## src/rtl/hazard_ctrl_if.sv

```systemverilog
// Pipeline hazard control bundle: pipeline register fields in, stall/flush controls out.
interface hazard_ctrl_if #(
    parameter int REG_W = 5,
    parameter int CNT_W = 16
);
    logic [REG_W-1:0] ID_EX_rd;
    logic             ID_EX_memread;
    logic [REG_W-1:0] IF_ID_rs1;
    logic [REG_W-1:0] IF_ID_rs2;
    logic             IF_ID_rs1_used;
    logic             IF_ID_rs2_used;
    logic             branch_taken;
    logic             dmem_busy;
    logic             perf_clr;
    logic             PCWrite;
    logic             IF_Dwrite;
    logic             hazard_out;
    logic             if_id_flush;
    logic             pipe_freeze;
    logic [CNT_W-1:0] stall_cnt;

    modport master (
        output ID_EX_rd, ID_EX_memread, IF_ID_rs1, IF_ID_rs2,
               IF_ID_rs1_used, IF_ID_rs2_used, branch_taken, dmem_busy, perf_clr,
        input  PCWrite, IF_Dwrite, hazard_out, if_id_flush, pipe_freeze, stall_cnt
    );

    modport slave (
        input  ID_EX_rd, ID_EX_memread, IF_ID_rs1, IF_ID_rs2,
               IF_ID_rs1_used, IF_ID_rs2_used, branch_taken, dmem_busy, perf_clr,
        output PCWrite, IF_Dwrite, hazard_out, if_id_flush, pipe_freeze, stall_cnt
    );
endinterface

```

## src/rtl/hazard_ctrl_unit.sv

```systemverilog
// Load-use stall, branch flush and memory freeze control for an in-order pipeline.
//
//   state  | meaning
//   IDLE   | no multi-cycle stall in progress; a new load-use hazard may start one
//   LSTALL | remaining load-use stall cycles pending, rem+1 of them left
module hazard_ctrl_unit #(
    parameter int REG_W    = 5,
    parameter int LOAD_LAT = 1,
    parameter int CNT_W    = 16
) (
    input  logic          clk,
    input  logic          reset_n,
    hazard_ctrl_if.slave  hz
);
    typedef enum logic {IDLE, LSTALL} state_t;

    // First stall cycle is spent in IDLE, so LSTALL covers the remaining LOAD_LAT-1.
    localparam logic [2:0] REM_INIT = (LOAD_LAT > 1) ? 3'(LOAD_LAT - 2) : 3'd0;

    state_t           state;
    logic [2:0]       rem;
    logic [CNT_W-1:0] cnt_q;
    logic [REG_W-1:0] rd;
    logic             hazard;
    logic             pc_write;

    assign rd = hz.ID_EX_rd;

    // Load-use detection; x0 and unread sources never stall.
    always_comb begin
        hazard = hz.ID_EX_memread && (rd != '0) &&
                 ((hz.IF_ID_rs1_used && (rd == hz.IF_ID_rs1)) ||
                  (hz.IF_ID_rs2_used && (rd == hz.IF_ID_rs2)));
    end

    // Zero-latency control outputs: busy > branch > LSTALL > hazard > normal.
    always_comb begin
        pc_write       = 1'b1;
        hz.IF_Dwrite   = 1'b1;
        hz.hazard_out  = 1'b0;
        hz.if_id_flush = 1'b0;
        hz.pipe_freeze = 1'b0;
        if (hz.dmem_busy) begin
            pc_write       = 1'b0;
            hz.IF_Dwrite   = 1'b0;
            hz.pipe_freeze = 1'b1;
        end else if (hz.branch_taken) begin
            hz.if_id_flush = 1'b1;
            hz.hazard_out  = 1'b1;
        end else if ((state == LSTALL) || hazard) begin
            pc_write      = 1'b0;
            hz.IF_Dwrite  = 1'b0;
            hz.hazard_out = 1'b1;
        end
    end

    assign hz.PCWrite   = pc_write;
    assign hz.stall_cnt = cnt_q;

    // Stall sequencing plus saturating stall-cycle counter; frozen cycles hold the sequence.
    always_ff @(posedge clk or negedge reset_n) begin
        if (!reset_n) begin
            state <= IDLE;
            rem   <= 3'd0;
            cnt_q <= '0;
        end else begin
            if (hz.perf_clr) begin
                cnt_q <= '0;
            end else if (!pc_write && (cnt_q != '1)) begin
                cnt_q <= cnt_q + 1'b1;
            end

            if (!hz.dmem_busy) begin
                if (hz.branch_taken) begin
                    state <= IDLE;
                end else if (state == LSTALL) begin
                    if (rem == 3'd0) begin
                        state <= IDLE;
                    end else begin
                        rem <= rem - 3'd1;
                    end
                end else if (hazard && (LOAD_LAT > 1)) begin
                    state <= LSTALL;
                    rem   <= REM_INIT;
                end
            end
        end
    end
endmodule

```

## src/flat_wrapper.sv

```systemverilog
// flat-port wrapper written by rule: the top's interface ports become plain ports
module hazard_ctrl_unit_flat 
#(
    parameter int REG_W    = 5,
    parameter int LOAD_LAT = 1,
    parameter int CNT_W    = 16
)
  (clk, reset_n, hz_ID_EX_rd, hz_ID_EX_memread, hz_IF_ID_rs1, hz_IF_ID_rs2, hz_IF_ID_rs1_used, hz_IF_ID_rs2_used, hz_branch_taken, hz_dmem_busy, hz_perf_clr, hz_PCWrite, hz_IF_Dwrite, hz_hazard_out, hz_if_id_flush, hz_pipe_freeze, hz_stall_cnt);
  hazard_ctrl_if #(.REG_W(REG_W), .CNT_W(CNT_W)) hz_i ();
  input  logic clk;
  input  logic reset_n;
  input wire logic [$bits(hz_i.ID_EX_rd)-1:0] hz_ID_EX_rd;
  input wire logic [$bits(hz_i.ID_EX_memread)-1:0] hz_ID_EX_memread;
  input wire logic [$bits(hz_i.IF_ID_rs1)-1:0] hz_IF_ID_rs1;
  input wire logic [$bits(hz_i.IF_ID_rs2)-1:0] hz_IF_ID_rs2;
  input wire logic [$bits(hz_i.IF_ID_rs1_used)-1:0] hz_IF_ID_rs1_used;
  input wire logic [$bits(hz_i.IF_ID_rs2_used)-1:0] hz_IF_ID_rs2_used;
  input wire logic [$bits(hz_i.branch_taken)-1:0] hz_branch_taken;
  input wire logic [$bits(hz_i.dmem_busy)-1:0] hz_dmem_busy;
  input wire logic [$bits(hz_i.perf_clr)-1:0] hz_perf_clr;
  output wire logic [$bits(hz_i.PCWrite)-1:0] hz_PCWrite;
  output wire logic [$bits(hz_i.IF_Dwrite)-1:0] hz_IF_Dwrite;
  output wire logic [$bits(hz_i.hazard_out)-1:0] hz_hazard_out;
  output wire logic [$bits(hz_i.if_id_flush)-1:0] hz_if_id_flush;
  output wire logic [$bits(hz_i.pipe_freeze)-1:0] hz_pipe_freeze;
  output wire logic [$bits(hz_i.stall_cnt)-1:0] hz_stall_cnt;
  assign hz_i.ID_EX_rd = hz_ID_EX_rd;
  assign hz_i.ID_EX_memread = hz_ID_EX_memread;
  assign hz_i.IF_ID_rs1 = hz_IF_ID_rs1;
  assign hz_i.IF_ID_rs2 = hz_IF_ID_rs2;
  assign hz_i.IF_ID_rs1_used = hz_IF_ID_rs1_used;
  assign hz_i.IF_ID_rs2_used = hz_IF_ID_rs2_used;
  assign hz_i.branch_taken = hz_branch_taken;
  assign hz_i.dmem_busy = hz_dmem_busy;
  assign hz_i.perf_clr = hz_perf_clr;
  assign hz_PCWrite = hz_i.PCWrite;
  assign hz_IF_Dwrite = hz_i.IF_Dwrite;
  assign hz_hazard_out = hz_i.hazard_out;
  assign hz_if_id_flush = hz_i.if_id_flush;
  assign hz_pipe_freeze = hz_i.pipe_freeze;
  assign hz_stall_cnt = hz_i.stall_cnt;
  hazard_ctrl_unit #(.REG_W(REG_W), .LOAD_LAT(LOAD_LAT), .CNT_W(CNT_W)) u_core (.clk(clk), .reset_n(reset_n), .hz(hz_i));
endmodule
```

## config.mk

```make
export PLATFORM = sky130hd
export DESIGN_NAME = hazard_ctrl_unit_flat
export DESIGN_NICKNAME = d
export VERILOG_FILES = /design/src/rtl/hazard_ctrl_if.sv /design/src/rtl/hazard_ctrl_unit.sv /design/src/flat_wrapper.sv
export SDC_FILE = /design/constraint.sdc
export NUM_CORES = 1
export LEC_CHECK = 0
export BUFFER_PORTS_ARGS = -buffer_cell sky130_fd_sc_hd__buf_4
export CAP_MARGIN = 5
export CORE_MARGIN = 2
export CORE_UTILIZATION = 53
export DETAILED_ROUTE_END_ITERATION = 8
export PLACE_DENSITY_LB_ADDON = 0.1
export SLEW_MARGIN = 40
export SYNTH_ARGS = -nofsm -noshare
export SYNTH_HDL_FRONTEND = slang
export SYNTH_SLANG_ARGS = --single-unit
```

## constraint.sdc

```tcl
create_clock -name clk -period 5.5 [get_ports clk]
set_input_delay 0.55 -clock clk [delete_from_list [all_inputs] [get_ports clk]]
set_output_delay 0.55 -clock clk [all_outputs]
set_load 0.02 [all_outputs]
```

==> run_results.csv <==
group,metric,value,unit
run_status,status,"complete, no violations",
yosys,synth.area.top_cells,"dfrtp_1, xnor2_1, a21oi_1",
setup_path,worst_path_max_delay_cell,"or4_1",
job,drv_cap,0,
setup_path,crit_chain,"buf_4 -> or4_1 -> o21ai_2 -> nor2_1 -> a21oi_1 -> buf_4",
yosys,synth_compound_area_frac,0.1737,
setup_path,crit_arrival,1.93,ns
yosys,synthAdderAreaFrac,0.02962,
pwr,peakVddDrop,0.0001939,V
clocking,clk_latency,0.29,ns
route,final_antenna_net_count,0,
floorplan,initial_core_util,0.5675,
setup_path,worstPathMaxFanout,4,
yosys,syn_area,1267,um^2
pwr,p_per_area,176.1,nW/um^2
global_routing,grtUsageTotal,0.2222,
route,drc_errors,0,
floorplan,io_pins,44,
clocking,cts_buffer_depth,2,
floorplan,row_count,17,
global_routing,grt_start_max_net_pins,29,
yosys,yosysWarnings,0,
setup_path,startpoint,"hz_ID_EX_rd[0]",
yosys,synth_simple_gate_area_frac,0.2369,
yosys,synth_top_family_by_area,"simple AND/OR/NAND/NOR gates",
layout,final_cell_mix,"buf_4, dfrtp_1, a21oi_1",
route,routed_wl,2812,um
yosys,synth_xor_area_frac,0.08292,
sta,hold_viol_final,0,
place,io_buffers,43,
route,drt_first_pass_iters,4,
sta,fmax,402.6,MHz
clocking,clk_pin_slew,0.11,ns
layout,num-fill-cells,176,
layout,n_antenna_cell,0,
yosys,synthArstFlopShare,1.000,
layout,final_nets,209,
floorplan,core_region_area,2233,um^2
setup_path,cp.required,4.95,ns
place,place_hpwl,2138,um
setup_path,critPathBufInv,2,
route,drt_iter0_markers,20,
yosys,synth-seq-cells,20,
route,routed_via_density,5.733,
floorplan,dieArea,2798,um^2
yosys,synth.net_count,167,
sta,slew_headroom,0.5770,
sta,clock_skew,0.007750,ns
hold_path,min_path_type,"in2async",
yosys,syn_area_per_cell,8.989,um^2
clocking,cts_tree,"built",
sta,finalCritPeriodShare,0.4516,
setup_path,worst_path_dominant_cell_family,"simple AND/OR/NAND/NOR gates",
route,num_vias,1204,
yosys,synth_edf_count,0,
global_routing,antenna_found_initial,0,
yosys,synth_cell_types,37,
setup_path,end_kind,"output port",
sta,setup_ws,3.016,ns
sta,setup_viol,0,
layout,final_core_util,0.7244,
place,place.gp.congestion,0.7745,
route,routedWlPerCell,13.39,um
floorplan,die_w,52.90,um
clocking,cts_setup_buffers,0,
global_routing,grt_pass1_wl,4636,um
yosys,synth_cells,141,
layout,final_common_cell,"buf_4",
sta,post-route-min-period,2.484,ns
setup_path,critPathMaxStageDelay,0.53,ns
sta,rsz0062_at_grt,"false",
pwr,leakagePower,0.0007187,uW
setup_path,start_kind,"primary input",
clocking,cts_resized,0,
yosys,ys_seq_area_frac,0.3949,
clocking,htreeDepth,1,
clocking,root_buffer,"clkbuf_4",
yosys,yosysTopAreaCell,"dfrtp_1",
yosys,synth_mux_area_frac,0.01579,
floorplan,die_h,52.90,um
setup_path,cpMostUsedCell,"buf_4",
global_routing,grt_pass1_vias,1086,
clocking,clock_sinks,20,
layout,drive_gt1_frac,0.2802,
sta,tns,0,ns
layout,area_delta_synth_final,27.64,%
clocking,cts_made_buffers,3,
place,post-place-ws,3.017,ns
global_routing,grt-ovfl-total,0,
sta,worstMarginPinSlew,0.6332,ns
setup_path,r2r-start,"u_core.hz.stall_cnt[0]",
setup_path,crit_type,"in2out",
yosys,synth_flop_cell,"dfrtp_1",
yosys,netlist.area_leader.share,0.3949,
sta,finalMaxSlewViolations,0,
clocking,hold_buffers,0,
-- stage by stage --
| stage | total power [uW] | cells | cell area [um^2] | hold WS (ns) |
|---|---|---|---|---|
| floorplan | 180.5 | 141 | 1267 | 0.2544 |
| global placement | 203.8 | 206 | 1575 | 0.4419 |
| detailed placement | 205.7 | 206 | 1582 | 0.4417 |
| CTS | 289.0 | 210 | 1618 | 0.1103 |
| global route | 300.8 | 210 | 1618 | 0.09751 |
| finish | 285.0 | 210 | 1618 | 0.1134 |
-- path summary, 6_finish.rpt --
kind,depth (start not counted),end,slack (ns)
max,6,hz_IF_Dwrite,3.02
min,1,u_core.hz.stall_cnt[6],0.11
max reg2reg,7,u_core.hz.stall_cnt[5],3.15
min reg2reg,2,u_core.rem[2],0.54
max in group asynchronous,1,u_core.hz.stall_cnt[3],5.18
min in group clk,2,u_core.state,0.50
-- worst reg2reg max path: stages (launching register included) --
cell,delay [ns]
dfrtp_1,0.48
ha_1,0.33
and4_1,0.20
and4bb_1,0.22
nor3_2,0.19
a21oi_4,0.21
or4_1,0.52
a21oi_1,0.16
-- sequential cells by signal, indices dropped and copies added, names as in the netlist --
name                 flops
u_core.hz.stall_cnt     16
u_core.state             1
u_core.rem               3
-- synthesized netlist by cell type, drive strengths merged, types with 2 or more instances --
| cell | count |
|---|---|
| and4 | 2 |
| inv | 9 |
| ha | 3 |
| nor3 | 2 |
| or4 | 4 |
| o21ai | 11 |
| xnor2 | 11 |
| dfrtp | 20 |
| buf | 5 |
| nor2 | 8 |
| a21oi | 16 |
| nand2 | 11 |
| o31ai | 3 |
| or3 | 9 |
| nand4 | 7 |
| mux2i | 2 |
| nand3 | 5 |
-- power breakdown --
part	internal, uW	total, uW	switching, uW
clock	40.3	82.7	42.4
sequential	149	152	3.27
combinational	24.1	50.5	26.4
total	213	285	72.1
-- area by class of cell --
class                   instances  area, um^2  area share
well taps                      28       35.03     0.02166
repair buffers                 43       322.8      0.1995
inverters                       9       33.78     0.02088
flip-flops and latches         20       500.5      0.3094
clock buffers                   4       36.28     0.02243
multi-input cells             106       689.4      0.4261
-- logic make-up (layout without fill, tap and decap cells) --
family / after synthesis / count (layout)
adders and majority gates: 3 / 3
muxes: 2 / 2
xor gates and xnor gates: 12 / 12
AOI/OAI and AO/OA: 36 / 36
and+or+nand+nor: 53 / 53
buffers and inverters: 15 / 56
DFF: 20 / 20
-- per-layer routing --
metal | vias up | global-route usage | share of wire | routed length, um
met1 | 569 | 0.2668 | 0.43 | 1220
met4 | 0 | 0.07265 | 0.0060 | 17
li1 | 601 | - | - | -
met2 | 32 | 0.3979 | 0.51 | 1437
met5 | - | 0 | 0 | 0
met3 | 2 | 0.03955 | 0.049 | 137
No activity file was read; power rests on OpenSTA's default activity.
